$ cat src/rtl/mem_arbiter_pkg.sv
// rtl/mem_arbiter_pkg.sv - memory-access type encodings and arbiter state encodings
package mem_arbiter_pkg;

  localparam logic [1:0] ACC_WORD  = 2'd0;
  localparam logic [1:0] ACC_DWORD = 2'd1;
  localparam logic [1:0] ACC_BURST = 2'd2;

  localparam logic [1:0] MA_STATE_IDLE  = 2'd0;
  localparam logic [1:0] MA_STATE_GRANT = 2'd1;
  localparam logic [1:0] MA_STATE_WAIT  = 2'd2;
  localparam logic [1:0] MA_STATE_DONE  = 2'd3;

endpackage

$ cat src/rtl/mem_arbiter.sv
// rtl/mem_arbiter.sv - CPU/DMA arbiter in front of the memory map
// MEM_ARB_ROUND_ROBIN_EN: round-robin on contention; otherwise DMA has fixed priority
module mem_arbiter
  import mem_arbiter_pkg::*;
#(
  parameter int ADDR_W = 24
) (
  input  logic              clk,
  input  logic              res_n,

  input  logic              cpu_req,
  input  logic              cpu_wr,
  input  logic [1:0]        cpu_acc,
  input  logic [8:0]        cpu_burst,
  input  logic [ADDR_W-1:0] cpu_addr,
  input  logic [31:0]       cpu_din,
  output logic [31:0]       cpu_dout,
  output logic              cpu_ack,

  input  logic              dma_req,
  input  logic              dma_wr,
  input  logic [1:0]        dma_acc,
  input  logic [8:0]        dma_burst,
  input  logic [ADDR_W-1:0] dma_addr,
  input  logic [31:0]       dma_din,
  output logic [31:0]       dma_dout,
  output logic              dma_ack,

  output logic              mm_cs,
  output logic              mm_wr,
  output logic [1:0]        mm_acc,
  output logic [8:0]        mm_burst,
  output logic [31:0]       mm_addr,
  output logic [31:0]       mm_din,
  output logic              mm_cpu_acc,
  input  logic [31:0]       mm_dout,
  input  logic              mm_ack
);

  logic [1:0]  state_q, state_d;
  logic        mm_cs_q, mm_cs_d;
  logic        mm_wr_q, mm_wr_d;
  logic [1:0]  mm_acc_q, mm_acc_d;
  logic [8:0]  mm_burst_q, mm_burst_d;
  logic [31:0] mm_addr_q, mm_addr_d;
  logic [31:0] mm_din_q, mm_din_d;
  logic        mm_cpu_acc_q, mm_cpu_acc_d;
  logic [31:0] cpu_dout_q, cpu_dout_d;
  logic        cpu_ack_q, cpu_ack_d;
  logic [31:0] dma_dout_q, dma_dout_d;
  logic        dma_ack_q, dma_ack_d;
  logic        grant_cpu;

`ifdef MEM_ARB_ROUND_ROBIN_EN
  // last_cpu_q = 1 when the CPU was granted most recently; reset value means DMA
  logic last_cpu_q, last_cpu_d;

  function automatic logic pick_cpu(input logic c_req, input logic d_req, input logic last_cpu);
    if (c_req && d_req) return !last_cpu;
    return c_req;
  endfunction

  assign grant_cpu = pick_cpu(cpu_req, dma_req, last_cpu_q);
`else
  function automatic logic pick_cpu(input logic c_req, input logic d_req);
    return c_req && !d_req;
  endfunction

  assign grant_cpu = pick_cpu(cpu_req, dma_req);
`endif

  always_comb begin
    state_d      = state_q;
    mm_cs_d      = 1'b0;
    mm_wr_d      = mm_wr_q;
    mm_acc_d     = mm_acc_q;
    mm_burst_d   = mm_burst_q;
    mm_addr_d    = mm_addr_q;
    mm_din_d     = mm_din_q;
    mm_cpu_acc_d = mm_cpu_acc_q;
    cpu_dout_d   = cpu_dout_q;
    cpu_ack_d    = 1'b0;
    dma_dout_d   = dma_dout_q;
    dma_ack_d    = 1'b0;
`ifdef MEM_ARB_ROUND_ROBIN_EN
    last_cpu_d   = last_cpu_q;
`endif

    case (state_q)
      MA_STATE_IDLE: begin
        if (cpu_req || dma_req) begin
          mm_cs_d      = 1'b1;
          mm_cpu_acc_d = grant_cpu;
          mm_wr_d      = grant_cpu ? cpu_wr    : dma_wr;
          mm_acc_d     = grant_cpu ? cpu_acc   : dma_acc;
          mm_burst_d   = grant_cpu ? cpu_burst : dma_burst;
          mm_addr_d    = grant_cpu ? 32'(cpu_addr) : 32'(dma_addr);
          mm_din_d     = grant_cpu ? cpu_din   : dma_din;
`ifdef MEM_ARB_ROUND_ROBIN_EN
          last_cpu_d   = grant_cpu;
`endif
          state_d      = MA_STATE_GRANT;
        end
      end
      MA_STATE_GRANT: state_d = MA_STATE_WAIT;
      MA_STATE_WAIT: begin
        // No timeout: the memory map is trusted to answer every started access
        if (mm_ack) begin
          if (mm_cpu_acc_q) begin
            cpu_dout_d = mm_dout;
            cpu_ack_d  = 1'b1;
          end else begin
            dma_dout_d = mm_dout;
            dma_ack_d  = 1'b1;
          end
          state_d = MA_STATE_DONE;
        end
      end
      MA_STATE_DONE: state_d = MA_STATE_IDLE;
      default:       state_d = MA_STATE_IDLE;
    endcase
  end

  always_ff @(posedge clk or negedge res_n) begin
    if (!res_n) begin
      state_q      <= MA_STATE_IDLE;
      mm_cs_q      <= 1'b0;
      mm_wr_q      <= 1'b0;
      mm_acc_q     <= 2'd0;
      mm_burst_q   <= 9'd0;
      mm_addr_q    <= 32'd0;
      mm_din_q     <= 32'd0;
      mm_cpu_acc_q <= 1'b0;
      cpu_dout_q   <= 32'd0;
      cpu_ack_q    <= 1'b0;
      dma_dout_q   <= 32'd0;
      dma_ack_q    <= 1'b0;
    end else begin
      state_q      <= state_d;
      mm_cs_q      <= mm_cs_d;
      mm_wr_q      <= mm_wr_d;
      mm_acc_q     <= mm_acc_d;
      mm_burst_q   <= mm_burst_d;
      mm_addr_q    <= mm_addr_d;
      mm_din_q     <= mm_din_d;
      mm_cpu_acc_q <= mm_cpu_acc_d;
      cpu_dout_q   <= cpu_dout_d;
      cpu_ack_q    <= cpu_ack_d;
      dma_dout_q   <= dma_dout_d;
      dma_ack_q    <= dma_ack_d;
    end
  end

`ifdef MEM_ARB_ROUND_ROBIN_EN
  always_ff @(posedge clk or negedge res_n) begin
    if (!res_n) last_cpu_q <= 1'b0;
    else        last_cpu_q <= last_cpu_d;
  end
`endif

  assign mm_cs      = mm_cs_q;
  assign mm_wr      = mm_wr_q;
  assign mm_acc     = mm_acc_q;
  assign mm_burst   = mm_burst_q;
  assign mm_addr    = mm_addr_q;
  assign mm_din     = mm_din_q;
  assign mm_cpu_acc = mm_cpu_acc_q;
  assign cpu_dout   = cpu_dout_q;
  assign cpu_ack    = cpu_ack_q;
  assign dma_dout   = dma_dout_q;
  assign dma_ack    = dma_ack_q;

endmodule

$ cat config.mk
export PLATFORM = sky130hd
export DESIGN_NAME = mem_arbiter
export DESIGN_NICKNAME = d
export VERILOG_FILES = /design/src/rtl/mem_arbiter_pkg.sv /design/src/rtl/mem_arbiter.sv
export SDC_FILE = /design/constraint.sdc
export NUM_CORES = 1
export LEC_CHECK = 0
export CAP_MARGIN = 20
export CORE_UTILIZATION = 43
export CTS_CLUSTER_SIZE = 12
export DETAILED_ROUTE_END_ITERATION = 8
export PLACE_DENSITY = 0.86
export SLEW_MARGIN = 10
export SYNTH_ARGS = -nofsm -noshare
export SYNTH_HDL_FRONTEND = slang
export SYNTH_SLANG_ARGS = --single-unit
$ cat constraint.sdc
create_clock -name clk -period 3.15 [get_ports clk]
set_input_delay 0.4725 -clock clk [delete_from_list [all_inputs] [get_ports clk]]
set_output_delay 0.4725 -clock clk [all_outputs]
set_load 0.03 [all_outputs]
==> results by group, run 1 <==
Yosys
  • Synth area leaders: dfrtp_1, mux2_2, a221o_1
  • Top_reg_cell synth: dfrtp_1
  • Yosys warns: 0
  • XOR/XNOR Fraction of Synth Area: 0%
  • Mux share of post-synthesis cell area: 11.8%
  • Top-count cell post-synth: dfrtp_1
  • Post-synthesis simple-gate area fraction: 4.98%
  • Asr flop ratio synth: 100%
  • Syn avg cell area: 11.3 µm²
  • Flops & latches, synth: 138
  • Top cells by count, synth: dfrtp_1, inv_1, nand2_1, a221o_1, o22ai_1
  • Adder-Cell Fraction of Synth Area: 0.603%
  • Biggest area consumer among synthesized cells: dfrtp_1
  • Unique cell type count in the Yosys netlist: 20
  • EDFF count, synth: 0
  • Post-synthesis compound-gate area fraction: 18.1%
  • Area share of the largest cell type after synthesis: 55.5%
  • Sequential share of the synthesized area: 55.5%
  • Post-Synthesis Cells: 549
  • Combinational family with the most area after synthesis: compound AO/OA/AOI/OAI gates
  • Synth Cell Area: 0.00622 mm²

Timing
  • Crit path time final: 2.05 ns
  • Slew HR: 47.5%
  • RSZ-0062 raised after global routing: false
  • Final period util: 65.0%
  • Endpoints failing setup: 0
  • Post-route setup TNS: 0 ns
  • Number of hold violations in the final report: 0
  • Max Clk Rate: 489 MHz
  • Fin Clk Skew: 0.00385 ns
  • Worst slew pin tran: 0.788 ns
  • Slew Viols, Final: 0

Critical path
  • Top Family by Delay on Critical Path: buffers and inverters
  • Crit-path slowest cell: clkdlybuf4s50_1
  • Critical path type: reg2out
  • CP startpoint kind: register
  • Crit Path Max Fanout: 3
  • Kind of end point of the critical path: output pin
  • CP cell instances: clkdlybuf4s50_1
  • WP data arrival: 1.57 ns
  • Crit-path max cell delay: 0.78 ns
  • Critical path buffers and inverters: 1
  • Worst path required time: 2.68 ns

Power and ir drop
  • Lkg Pwr: 4.33 nW
  • Cell Pwr Density: 1180 mW/mm²
  • Maximum VDD drop: 0.633 mV

Clocking
  • CTS Buffer Depth: 2
  • CTS tree: yes
  • # Post-CTS Setup Buffers: 0
  • Cts hold-fix bufs: 0
  • Clock slew at reported path FFs: 0.06 ns
  • Post-CTS sizing: 0
  • Clk sinks: 138
  • Root buffer cell: clkbuf_16
  • # H-tree levels: 4
  • CTS buffer count: 17
  • Later-pin clock latency in the skew report: 0.42 ns

Final layout
  • # fillers: 967
  • Area growth syn-to-layout: 60.7%
  • Register area: 0.00345 mm²
  • Post-Layout Cell Count: 1031
  • Antenna diodes: 0
  • Share of cells above drive strength 1: 12.7%
  • Area of the multi-input gates: 0.00226 mm²
  • # nets final: 1014

Floorplanning
  • Core ar.: 0.0140 mm²
  • Chip Width: 122 µm
  • Die Ht: 122 µm
  • IO Count: 317
  • Die area: 0.0150 mm²
  • Initial core utilization: 44.5%
  • Core Rows: 43

Detailed routing
  • ANT nets after route: 0
  • DR WL/cell: 17.9 µm
  • Routed WL: 18.4 mm
  • Initial drt markers: 330
  • DRT Pass-1 Iters: 4
  • Post-route DRC violation count: 0
  • Drt via density: 5.26
  • Via count: 5426

Flow run
  • Max cap viols: 0

Place
  • Buffers on Ports: 308
  • Placed instance count: 999
  • DP HPWL: 12.7 mm
  • Routability Congestion: 0.767

GRT
  • Global Route Usage Sum: 24.8%
  • First-pass GRT wire length: 28.1 mm
  • Grt ovf: 0
  • Largest net degree at the start of global routing: 76
  • Initial antenna violation count: 0
  • Vias in the first global route: 5313

Worst hold path
  • HP Class: in2async

Outcome
  • Status: completed
path summary, 6_finish.rpt:
kind,startpoint,to,slack (ns),cells after the start
max,mm_din[12],mm_din[12],1.10,1
min,res_n,cpu_ack,0.02,1
max reg2reg,state_q[0],mm_addr[17],1.26,5
min reg2reg,cpu_dout[15],cpu_dout[15],0.50,1
max in group asynchronous,res_n,mm_din[20],2.25,2
min in group clk,cpu_dout[15],cpu_dout[15],0.50,1
state kept, by name, indices dropped and copies added, names as in the netlist:
register    count
cpu_dout       32
dma_dout       32
mm_din         32
mm_addr        24
mm_burst        9
mm_acc          2
state_q         2
cpu_ack         1
dma_ack         1
mm_cpu_acc      1
mm_cs           1
mm_wr           1
worst reg2reg max path: cells and delay by family, from the launching register on:
family | cells | cell delay [ns]
flops | 1 | 0.37
fa+ha+maj | 1 | 0.16
buf+inv | 2 | 0.69
compound gates | 2 | 0.54
cell usage in the layout, fill, tap and decap left out:
master	instances
conb_1	8
buf_6	1
nor2_4	1
nand3_1	1
ha_4	1
clkinv_4	1
a21oi_1	2
clkinvlp_4	2
a221o_1	68
a2bb2oi_1	1
inv_1	72
inv_6	1
nor2b_1	2
clkdlybuf4s50_1	307
clkbuf_8	2
clkbuf_16	17
clkinv_2	3
bufinv_16	4
nand2_1	69
o22ai_1	68
dfrtp_1	138
and2_4	1
mux2_2	65
ha_1	2
nor2_1	2
clkbuf_1	2
nand2b_2	1
buf_4	6
nand3b_1	1
buf_12	2
metrics by stage:
stage	instance area [µm²]	setup WS, ns	hold WS (ns)	power [mW]	util, %
after floorplan	6250	1.55	0.177	7.14	-
after global placement	9380	0.785	0.485	9.49	67.0
after detailed placement	9380	0.735	0.493	9.67	67.0
after CTS	10000	1.09	0.0544	11.8	71.5
after global routing	10000	1.06	0.0686	12.4	71.5
final	10000	1.10	0.0211	11.8	71.5
routing by layer:
layer | routed length (µm) | global-route usage, % | vias to the layer above
met1 | 7170 | 28.8 | 2596
met2 | 9270 | 42.4 | 255
li1 | - | - | 2547
met5 | 0 | 0 | -
met3 | 1590 | 8.09 | 28
met4 | 400 | 9.53 | 0
layout make-up:
type                    instances  share of cell area (%)
flip-flops and latches        138                    34.5
repair buffers                316                    31.7
multi-input cells             293                    22.6
clock buffers                  21                    4.60
inverters                      72                    2.70
well taps                     180                    2.25
clock inverters                11                    1.68
power breakdown:
group	internal (mW)	leakage (nW)	switching, mW
Sequential	2.70	1.63	0.618
Combinational	2.91	2.39	3.45
Clock	1.37	0.303	0.743
logic make-up (layout without fill, tap and decap cells):
group	Yosys count	in the layout
AOI/OAI and AO/OA	139	139
and+or+nand+nor	78	78
adders and majority gates	3	3
muxes	65	65
buffers and inverters	125	420
other	1	8
DFF	138	138
Note: power is estimated with default switching activity, not from simulation.
==> inputs of run 2 (changes only) <==
CORE_UTILIZATION = 40   (was 43)
PLACE_DENSITY = 0.8   (was 0.86)
clock period = 1.9 ns   (was 3.15 ns; I/O delays follow)
==> run 2 against run 1 <==
Against the previous run:
- routed wire length down 1.4%
- clock skew is 0.0076 ns higher
- count of clock-buffer cells in the layout is the same
- first-iteration DRC count shrank 30%
- critical path depth unchanged
- register-to-register slack got worse by 0.97 ns
- die area is 7.4% higher
- power increased by 65%
- critical path type unchanged
- critical endpoint is now mm_burst[6]
- largest power group unchanged
==> results by group, run 2 (synthesis gave the netlist of run 1 again) <==
Clocking
  • # Post-CTS Setup Buffers: 0
  • Clk sinks: 138
  • Clock slew at reported path FFs: 0.06 ns
  • CTS buffer count: 17
  • Root buffer cell: clkbuf_16
  • # H-tree levels: 4
  • CTS Buffer Depth: 2
  • Later-pin clock latency in the skew report: 0.42 ns
  • CTS tree: yes

Final layout
  • Most frequent cells in the layout: clkdlybuf4s50_1, dfrtp_1, inv_1
  • Post-layout util: 66.8%
  • Area growth syn-to-layout: 63.2%
  • # nets final: 1024
  • Share of cells above drive strength 1: 13.9%
  • # fillers: 1144
  • Most common cell after layout, fill and taps aside: clkdlybuf4s50_1
  • Antenna diodes: 0
  • Post-Layout Cell Count: 1049

Critical path
  • CP startpoint kind: register
  • Crit Path Max Fanout: 3
  • Top Family by Delay on Critical Path: buffers and inverters
  • Critical path buffers and inverters: 1
  • Crit-path slowest cell: clkdlybuf4s50_1
  • Critical path type: reg2out
  • Kind of end point of the critical path: output pin
  • R2R cell count: 5
  • Crit-path max cell delay: 0.71 ns
  • CP cell instances: clkdlybuf4s50_1
  • Worst path required time: 1.62 ns
  • WP data arrival: 1.52 ns
  • CP Depth: 1

Power and ir drop
  • Clk pwr share: 16.8%
  • Combinational share of power: 55.0%
  • Sw Pwr: 7.99 mW
  • Final Total Pwr: 19.4 mW
  • Cell Int Power: 11.4 mW
  • Sw Ratio: 41.2%
  • Maximum VDD drop: 0.845 mV
  • Seq pwr share: 28.3%
  • Lkg Pwr: 4.40 nW
  • Cell Pwr Density: 1910 mW/mm²

Timing
  • Number of hold violations in the final report: 0
  • Crit path time final: 1.81 ns
  • Final period util: 95.2%
  • Slew Viols, Final: 0
  • Fin Clk Skew: 0.0115 ns
  • Endpoints failing setup: 0
  • Max Clk Rate: 553 MHz
  • RSZ-0062 raised after global routing: false
  • Post-route setup TNS: 0 ns

Detailed routing
  • DRT Pass-1 Iters: 4
  • Initial drt markers: 232
  • Via count: 5499
  • Routed WL: 18.2 mm
  • ANT nets after route: 0
  • DR WL/cell: 17.3 µm
  • Drt via density: 5.24
  • Post-route DRC violation count: 0

Floorplanning
  • Initial core utilization: 40.9%
  • Core ar.: 0.0152 mm²
  • Die area: 0.0161 mm²
  • IO Count: 317
  • Chip Width: 127 µm
  • Core Rows: 45
  • Die Ht: 127 µm

Place
  • Buffers on Ports: 308
  • Routability Congestion: 0.814
  • Placed instance count: 1016
  • DP HPWL: 12.9 mm

GRT
  • Grt ovf: 0
  • Vias in the first global route: 5570
  • Largest net degree at the start of global routing: 49
  • First-pass GRT wire length: 28.6 mm
  • Initial antenna violation count: 0
  • Global Route Usage Sum: 23.0%

Worst hold path
  • HP Class: in2async

Outcome
  • Status: completed

Flow run
  • Max cap viols: 0
## run 2: what timing repair did
action                                 4_1_cts  5_1_grt
gates resized for setup                      1        0
hold buffers                                 1        0
endpoints found under the hold margin       45        0
setup endpoints to repair                    1        0
## run 2: path summary, 6_finish.rpt
check	startpoint	slack, ns	end
setup / recovery	mm_burst[6]	0.09	mm_burst[6]
hold / removal	res_n	0.40	dma_dout[23]
setup reg to reg	state_q[0]	0.29	mm_burst[1]
hold reg to reg	cpu_dout[15]	0.50	cpu_dout[15]
max in group asynchronous	res_n	0.90	mm_addr[14]
min in group clk	dma_din[28]	0.48	mm_din[28]
## run 2: power by group through the flow
stage          Clock (mW)  Combinational (mW)  Sequential [mW]
2_1_floorplan           0                3.53             8.31
3_3_place_gp            0                10.5             5.43
3_5_place_dp            0                10.7             5.48
4_1_cts              3.32                10.7             5.48
5_1_grt              3.46                11.3             5.68
6_report             3.25                10.7             5.49
## run 2: metrics by stage
stage	hold WS [ns]	cell area (µm²)	setup slack [ns]
floorplan	-0.0106	6250	0.296
global placement	0.253	9560	0.165
detailed placement	0.252	9560	0.104
CTS	0.382	10200	0.0701
global route	0.416	10200	0.0426
finish	0.397	10200	0.0903
## run 2: final cells by class
| type | instances | area (µm²) | share of cell area, % |
|---|---|---|---|
| sequential | 138 | 3450 | 34.0 |
| inverter | 72 | 270 | 2.66 |
| timing repair buffer | 326 | 3350 | 32.9 |
| tap | 188 | 235 | 2.32 |
| multi-input combinational | 293 | 2260 | 22.3 |
| clock inverter | 11 | 110 | 1.08 |
| clock buffer | 21 | 480 | 4.73 |
## run 2: metal layers
metal,up-vias,global-route usage (%),wire (µm)
met5,-,0,0
li1,2561,-,-
met4,0,9.52,437
met1,2635,27.1,7350
met3,34,7.47,1600
met2,269,38.9,8780
==> inputs of run 3 (changes only) <==
MAX_ROUTING_LAYER = met4   (was default)
==> run 3 against run 2 <==
Against the previous run:
- count of clock-buffer cells in the layout is the same
- sequential share of layout area is the same
- via count grew 0.16%
- register-to-register slack is essentially flat
- power is essentially flat
- critical path depth is the same
- flip-flop and latch count is the same
- maximum frequency is essentially flat
- die area is the same
- cell area is the same
- setup slack gained 0.00077 ns
==> results by group, run 3 (synthesis gave the netlist of run 1 again) <==
Power and ir drop
  • Maximum VDD drop: 0.845 mV
  • Lkg Pwr: 4.40 nW
  • Cell Pwr Density: 1910 mW/mm²
  • Final Total Pwr: 19.4 mW

Place
  • Routability Congestion: 0.826
  • DP HPWL: 12.9 mm
  • Buffers on Ports: 308
  • Post-DP Area: 0.00956 mm²

Floorplanning
  • Die area: 0.0161 mm²
  • Chip Width: 127 µm
  • Core Rows: 45
  • IO Count: 317
  • Initial core utilization: 40.9%
  • Die Ht: 127 µm
  • Core ar.: 0.0152 mm²

Outcome
  • Status: completed

Timing
  • Fin Clk Skew: 0.0152 ns
  • RSZ-0062 raised after global routing: false
  • Endpoints failing setup: 0
  • Crit path time final: 1.81 ns
  • Number of hold violations in the final report: 0
  • Slew Viols, Final: 0
  • Max Clk Rate: 553 MHz
  • Final period util: 95.2%
  • Post-route setup TNS: 0 ns

Final layout
  • # fillers: 1144
  • Antenna diodes: 0
  • Share of cells above drive strength 1: 13.9%
  • Most frequent cells in the layout: clkdlybuf4s50_1, dfrtp_1, inv_1
  • Most common cell after layout, fill and taps aside: clkdlybuf4s50_1
  • # nets final: 1024
  • Post-route cell area: 0.0102 mm²
  • Post-layout util: 66.8%
  • Area growth syn-to-layout: 63.2%

Critical path
  • Crit path launch: mm_burst[6]
  • R2R cell count: 5
  • CP Depth: 1
  • CP startpoint kind: register
  • Crit Path Max Fanout: 3
  • Kind of end point of the critical path: output pin
  • CP cell instances: clkdlybuf4s50_1
  • WP data arrival: 1.52 ns
  • Critical path buffers and inverters: 1
  • Worst path required time: 1.62 ns
  • Critical path type: reg2out
  • Reg2reg start: state_q[0]
  • Crit-path max cell delay: 0.71 ns
  • Top Family by Delay on Critical Path: buffers and inverters
  • Crit-path slowest cell: clkdlybuf4s50_1

Detailed routing
  • Initial drt markers: 211
  • Post-route DRC violation count: 0
  • Routed WL: 18.2 mm
  • Via count: 5508
  • DR WL/cell: 17.3 µm
  • DRT Pass-1 Iters: 6
  • ANT nets after route: 0
  • Drt via density: 5.25

GRT
  • Largest net degree at the start of global routing: 49
  • Initial antenna violation count: 0
  • Global Route Usage Sum: 23.7%
  • Vias in the first global route: 5565
  • First-pass GRT wire length: 28.6 mm
  • Grt ovf: 0

Clocking
  • CTS Buffer Depth: 2
  • CTS tree: yes
  • Clock slew at reported path FFs: 0.06 ns
  • # H-tree levels: 4
  • Root buffer cell: clkbuf_16
  • CTS buffer count: 17
  • Later-pin clock latency in the skew report: 0.42 ns
  • Clk sinks: 138

Worst hold path
  • HP Class: in2async

Flow run
  • Max cap viols: 0
-- run 3: worst paths after layout --
kind                                     end  slack (ns)
worst max-delay path             mm_burst[6]        0.09
worst min-delay path            dma_dout[23]        0.40
worst max register to register   mm_burst[1]        0.29
worst min register to register  dma_dout[24]        0.50
max in group asynchronous        mm_addr[19]        0.91
min in group clk                  mm_din[28]        0.47
-- run 3: final cells by class --
cell class	instances	area (µm²)	area share (%)
multi-input cells	293	2260	22.3
flip-flops and latches	138	3450	34.0
inverters	72	270	2.66
well taps	188	235	2.32
repair buffers	326	3350	32.9
clock buffers	21	480	4.73
clock inverters	11	110	1.08
-- run 3: power breakdown --
| group | internal, mW | switching (mW) | total, mW |
|---|---|---|---|
| logic | 4.99 | 5.68 | 10.7 |
| registers | 4.47 | 1.02 | 5.49 |
| clock network | 1.96 | 1.29 | 3.26 |
-- run 3: what timing repair did --
item	CTS	global route
hold endpoints to repair	45	0
buffers inserted	0	0
setup endpoints to repair	1	0
hold buffers	1	0
gates resized for setup	1	0
-- run 3: per-layer routing --
| layer | up-vias | share of wire (%) | GRT usage [%] |
|---|---|---|---|
| met4 | 0 | 2.2 | 8.26 |
| met1 | 2668 | 41 | 27.8 |
| li1 | 2562 | - | - |
| met5 | - | 0 | - |
| met2 | 247 | 49 | 38.9 |
| met3 | 31 | 7.7 | 7.04 |
-- run 3: stage by stage --
stage	hold slack, ns	setup WS (ns)	cells
final	0.396	0.0911	1049
after global routing	0.414	0.0448	1049
after CTS	0.382	0.0701	1049
after detailed placement	0.252	0.104	1016
after global placement	0.253	0.165	1016
after floorplan	-0.0106	0.296	556
